File: config.mk
export PLATFORM = sky130hd
export DESIGN_NAME = seg_pipe_addsub
export DESIGN_NICKNAME = d
export VERILOG_FILES = /design/src/rtl/seg_pipe_addsub.sv
export SDC_FILE = /design/constraint.sdc
export NUM_CORES = 1
export LEC_CHECK = 0
export ABC_AREA = 1
export CAP_MARGIN = 20
export CORE_ASPECT_RATIO = 1.75
export CORE_MARGIN = 2
export CORE_UTILIZATION = 35
export CTS_BUF_LIST = sky130_fd_sc_hd__clkbuf_8
export CTS_CLUSTER_SIZE = 28
export DETAILED_ROUTE_END_ITERATION = 8
export DONT_BUFFER_PORTS = 1
export PLACE_DENSITY = 0.58
export SLEW_MARGIN = 20
export SYNTH_ARGS = -nofsm -noshare
export SYNTH_HDL_FRONTEND = slang
export SYNTH_SLANG_ARGS = --single-unit
export TNS_END_PERCENT = 1
File: constraint.sdc
create_clock -name clk -period 4.5 [get_ports clk]
set_input_delay 0.45 -clock clk [delete_from_list [all_inputs] [get_ports clk]]
set_output_delay 0.45 -clock clk [all_outputs]
set_load 0.02 [all_outputs]
File: src/rtl/seg_pipe_addsub.sv
// rtl/seg_pipe_addsub.sv - segmented-carry pipelined add/sub with valid/ready; clamp on overflow via SEG_PIPE_ADDSUB_SAT_EN
module seg_pipe_addsub #(
    parameter int WIDTH = 24,
    parameter int SEG   = 8
) (
    input  logic             clk,
    input  logic             rst_n,
    input  logic             in_valid,
    output logic             in_ready,
    input  logic [WIDTH-1:0] a,
    input  logic [WIDTH-1:0] b,
    input  logic             sub,
    input  logic             cin,
    output logic             out_valid,
    input  logic             out_ready,
    output logic [WIDTH-1:0] sum,
    output logic             cout,
    output logic             ovf
);
    localparam int NSEG = WIDTH / SEG;

    logic             w_adv;
    logic [WIDTH-1:0] w_b_cond;
    logic             w_c0;

    assign w_adv    = !out_valid || out_ready;
    assign in_ready = w_adv;
    assign w_b_cond = b ^ {WIDTH{sub}};
    assign w_c0     = cin ^ sub;

    genvar k;
    generate
        for (k = 0; k < NSEG; k++) begin : g_stg
            localparam int LO = k * SEG;
            localparam int UW = WIDTH - LO - SEG;

            // w_ua/w_ub: operand bits from this stage's segment up to the MSB
            logic [WIDTH-LO-1:0] w_ua;
            logic [WIDTH-LO-1:0] w_ub;
            logic                w_ci;
            logic                w_vi;
            logic [SEG:0]        w_seg;
            logic [LO+SEG-1:0]   w_snext;
            logic [LO+SEG-1:0]   w_sd;
            logic                r_v;
            logic                r_c;
            logic [LO+SEG-1:0]   r_s;

            if (k == 0) begin : g_src
                assign w_ua    = a;
                assign w_ub    = w_b_cond;
                assign w_ci    = w_c0;
                assign w_vi    = in_valid;
                assign w_snext = w_seg[SEG-1:0];
            end else begin : g_src
                assign w_ua    = g_stg[k-1].g_up.r_a;
                assign w_ub    = g_stg[k-1].g_up.r_b;
                assign w_ci    = g_stg[k-1].r_c;
                assign w_vi    = g_stg[k-1].r_v;
                assign w_snext = {w_seg[SEG-1:0], g_stg[k-1].r_s};
            end

            assign w_seg = {1'b0, w_ua[SEG-1:0]} + {1'b0, w_ub[SEG-1:0]} + {{SEG{1'b0}}, w_ci};

            always_ff @(posedge clk or negedge rst_n) begin
                if (!rst_n) begin
                    r_v <= 1'b0;
                    r_c <= 1'b0;
                    r_s <= '0;
                end else if (w_adv) begin
                    r_v <= w_vi;
                    r_c <= w_seg[SEG];
                    r_s <= w_sd;
                end
            end

            if (k < NSEG - 1) begin : g_up
                logic [UW-1:0] r_a;
                logic [UW-1:0] r_b;

                assign w_sd = w_snext;

                always_ff @(posedge clk or negedge rst_n) begin
                    if (!rst_n) begin
                        r_a <= '0;
                        r_b <= '0;
                    end else if (w_adv) begin
                        r_a <= w_ua[WIDTH-LO-1:SEG];
                        r_b <= w_ub[WIDTH-LO-1:SEG];
                    end
                end
            end else begin : g_last
                logic w_ovf;
                logic r_ovf;

                // operand signs arrive as the top bit of the last segment
                assign w_ovf = (w_ua[SEG-1] == w_ub[SEG-1]) && (w_seg[SEG-1] != w_ua[SEG-1]);

`ifdef SEG_PIPE_ADDSUB_SAT_EN
                assign w_sd = !w_ovf ? w_snext :
                              (w_ua[SEG-1] ? {1'b1, {(WIDTH-1){1'b0}}} : {1'b0, {(WIDTH-1){1'b1}}});
`else
                assign w_sd = w_snext;
`endif

                always_ff @(posedge clk or negedge rst_n) begin
                    if (!rst_n) begin
                        r_ovf <= 1'b0;
                    end else if (w_adv) begin
                        r_ovf <= w_ovf;
                    end
                end
            end
        end
    endgenerate

    assign out_valid = g_stg[NSEG-1].r_v;
    assign sum       = g_stg[NSEG-1].r_s;
    assign cout      = g_stg[NSEG-1].r_c;
    assign ovf       = g_stg[NSEG-1].g_last.r_ovf;

endmodule

## Word level (Yosys, flattened, before mapping)

Cells that the tools add are included.

- Register bits: 103
- Bits of input ports: 54
- Word-level logic and storage cells: 27

- $add $sub $neg: 6
- Eq/ne operators: 2
- Bitwise logic cells: 2
- Reductions and logical operators: 3

Operators with widths:

| cell | number |
|---|---|
| $add A8 B8 Y9 | 3 |
| $add A9 B1 Y9 | 3 |
| $xor A24 B24 Y24 | 1 |
| $eq A1 B1 Y1 | 1 |
| $logic_and A1 B1 Y1 | 1 |
| $logic_not A1 Y1 | 1 |
| $logic_or A1 B1 Y1 | 1 |
| $ne A1 B1 Y1 | 1 |
| $xor A1 B1 Y1 | 1 |

## Longest topological paths before layout

- Depth in word-level cells: 4
- Depth in mapped cells: 12
- Gate-level depth less buffers: 10

## Worst setup path before layout

Ideal clock, no wire load.

- Kind: input to register
- From: input port sub
- To: register g_stg[0].r_s[6]
- Arrival time: 2.012 ns
- Required time: 4.383 ns
- Setup slack: 2.371 ns
- Cell stages on the path: 12
- Cell sequence: buf_4 > buf_4 > xor2_1 > fa_1 > inv_1 > fa_1 > inv_1 > nand3_1 > nand3_1 > nand2_1 > nand3_1 > nand2_1

- Word-level cells in the longest chain between the ends: 3

RTL lines:

| what | line | text |
|---|---|---|
| start: declaration | 12 | `input logic sub,` |
| $xor A24 B24 Y24 | 28 | `assign w_b_cond = b ^ {WIDTH{sub}};` |
| $add A8 B8 Y9 | 63 | `assign w_seg = {1'b0, w_ua[SEG-1:0]} + {1'b0, w_ub[SEG-1:0]} + {{SEG{1'b0}}, w_ci};` |
| $add A9 B1 Y9 * | 63 |  |
| end signal: assignment | 73 | `r_s <= w_sd;` |
| end: declaration | 47 | `logic [LO+SEG-1:0] r_s;` |

Mark *: on every way between the ends. The rest lies on a longest branch, timed or not.
A chain may end at the register's enable or synchronous reset.

## Worst setup path in the final report

- From: register g_stg[2].r_v (netlist: out_valid)
- To: output port in_ready

- Word-level cells in the longest chain between the ends: 2

RTL lines:

| what | line | text |
|---|---|---|
| start: declaration | 45 | `logic r_v;` |
| start signal: assignment | 71 | `r_v <= w_vi;` |
| $logic_not A1 Y1 | 26 | `assign w_adv = !out_valid \|\| out_ready;` |
| $logic_or A1 B1 Y1 | 26 |  |
| end: declaration | 9 | `output logic in_ready,` |

Every way passes these cells.

==> out/results.txt <==
Synth Cell Area: 5140 um2
Die X-Extent: 95.6 um
worst slew pin tran: 847 ps
vias in the first global route: 3734
Sinks on Clock Net: 103
Clock transition at path regs: 100 ps
Final Hold Viols: 19
wire length per cell: 13.2 um
total core area: 14400 um2
area occupied by multi-input gates: 2210 um2
PwrDens: 620 nW/um2
pin count of the biggest net entering global routing: 104
hpwl dp: 7190 um
Setup Fix Bufs, Post-CTS: 0
Max Cap Viol: 0
post-CTS sizing: 0
DRT iter0 DRCs: 137
first-pass GRT wire length: 17900 um
crit path time final: 2900 ps
Net count, final: 692
gr ovfl total: 0
H-tree levels: 3
clk_lat worst skew: 370 ps
clk buf depth: 2
Avg Inst Size Synth: 8.28 um2
Leak Pwr: 0.00284 uW
Seq/Total Area, Yosys: 0.502
# setup viols final: 0
peak supply drop: 0.182 mV
GP Congestion: 0.791
post-route ant nets: 0
Syn Inst Count: 620
worst r2r path cells: 8
CTS Hold Bufs: 1
via-per-instance ratio: 4.66
initial antenna violation count: 0
Via Count: 3708
Synth Register Bits: 103
Critical Path AT: 2450 ps
Max Slew Vio Count: 0
row count: 58
worst r2r dst: g_stg[0].r_s[7]
Layout fillers: 1492
Syn Nets: 701
WP data required: 4050 ps
number of remaining DRC errors: 0
share of post-route cells with drive strength above 1: 0.0390
failing checks: negative hold slack
CTS tree: yes
status: complete, but fails checks
R2R setup slack: 1990 ps
ANT cells: 0
Routed WL: 10500 um
Crit Path Max Fanout: 56
Die Area: 15700 um2
period utilization: 0.645
Yosys top cell area share: 0.502
top post-synthesis cells by area: dfrtp_1 (50%), nand2_1 (20%), ha_1 (5.1%), inv_1 (3.9%), o21ai_0 (3.4%)
synth warn: 0
Synth-to-Final Area Change: 6.46%
RSZ-0062 raised after global routing: no
post-synth cell types: 22
Top Ports: 82
cell accounting for the most synthesized area: dfrtp_1
register area: 2580 um2
Reg-to-Reg Start: out_valid
headroom to the max-slew limit: 0.435
most frequent cells in the layout: nand2_1 (271), dfrtp_1 (103), inv_1 (54)
GRT Total Usage: 0.147
die height: 164 um
drt pass-1 iters: 5
Port Buf Inserts: 0
crit end category: primary output
Fin Setup TNS: 0 ps
Num CTS Buffers: 9
Startpoint Class: flop
final setup skew: 13.0 ps
commonest non-fill, non-tap cell in the layout: nand2_1
hold_ws: -14.2 ps
Hold Crit Class: primary input to asynchronous set/reset pin
CTS Root Cell: clkbuf_8
Initial Util: 0.357
Setup CP Type: flop to primary output
Max Fclk: 0.344 GHz
## per-layer routing
layer,share of wire,routed length (um),track usage
met1,0.42,4450,0.175
met5,0,0,0
met2,0.52,5500,0.257
met3,0.039,415,0.0271
met4,0.016,167,0.0545
## final cells by class
| class | instances | share of cell area |
|---|---|---|
| Clock buffer | 11 | 0.0277 |
| Multi-Input combinational cell | 436 | 0.403 |
| Clock inverter | 5 | 0.00732 |
| Sequential cell | 103 | 0.471 |
| Tap cell | 180 | 0.0412 |
| Inverter | 56 | 0.0384 |
| Timing Repair Buffer | 5 | 0.0105 |
## power breakdown
| group | switching, uW | internal, uW |
|---|---|---|
| Combinational | 716 | 439 |
| Clock | 330 | 236 |
| Sequential | 383 | 1290 |
| Total | 1430 | 1960 |
## stage by stage
step           total power, uW  utilization  instance area [um2]  worst slack [ps]  std cells
6_report                  3390        0.381                 5470              1600        796
5_1_grt                   3730        0.381                 5470              1380        796
4_1_cts                   3450        0.381                 5470              1580        796
3_5_place_dp              2840        0.365                 5250              2000        779
3_3_place_gp              2810        0.365                 5250              2020        779
2_1_floorplan             2570            -                 5140              2370        620
## registers in the layout (all words and copies together), names as in the netlist
signal and flops:
cout 1, ovf 1, g_stg.r_c 2, g_stg.r_s 24, out_valid 1, g_stg.g_up.r_a 24
sum 24, g_stg.g_up.r_b 24, g_stg.r_v 2
## critical path, cell delays in order (launching register included)
cell,delay [ps]
dfrtp_1,460
inv_1,130
nor2_4,30
buf_4,270
inv_2,680
buf_4,450
## synthesized netlist by cell type
master,instances
buf_2,18
nand2_1,271
nor2_4,1
buf_4,3
a211oi_1,3
nand3_1,29
ha_1,21
xnor2_1,20
clkbuf_1,1
buf_6,2
o22ai_1,1
xor2_1,9
a21oi_1,14
inv_2,2
buf_1,1
nor2_1,11
nand4_1,4
o21ai_1,11
o21ai_0,35
inv_1,54
fa_1,6
dfrtp_1,103
## cell families (layout without fill, tap and decap cells)
group	Yosys count	in the layout	share of synthesized area
and+or+nand+nor	316	316	0.241
DFF	103	103	0.502
buffers and inverters	81	77	0.0687
AOI/OAI and AO/OA	64	64	0.0641
xor gates and xnor gates	29	29	0.0495
adders and majority gates	27	27	0.0745
## worst max-delay path by stage
stage / startpoint / endpoint / slack, ps
4_1_cts: out_valid / in_ready / 1580
6_report: out_valid / in_ready / 1600
3_3_place_gp: out_valid / in_ready / 2020
3_5_place_dp: out_valid / in_ready / 2000
2_1_floorplan: sub / g_stg[0].r_s[6] / 2370
5_1_grt: out_valid / in_ready / 1380
No activity file was read; power rests on OpenSTA's default activity.
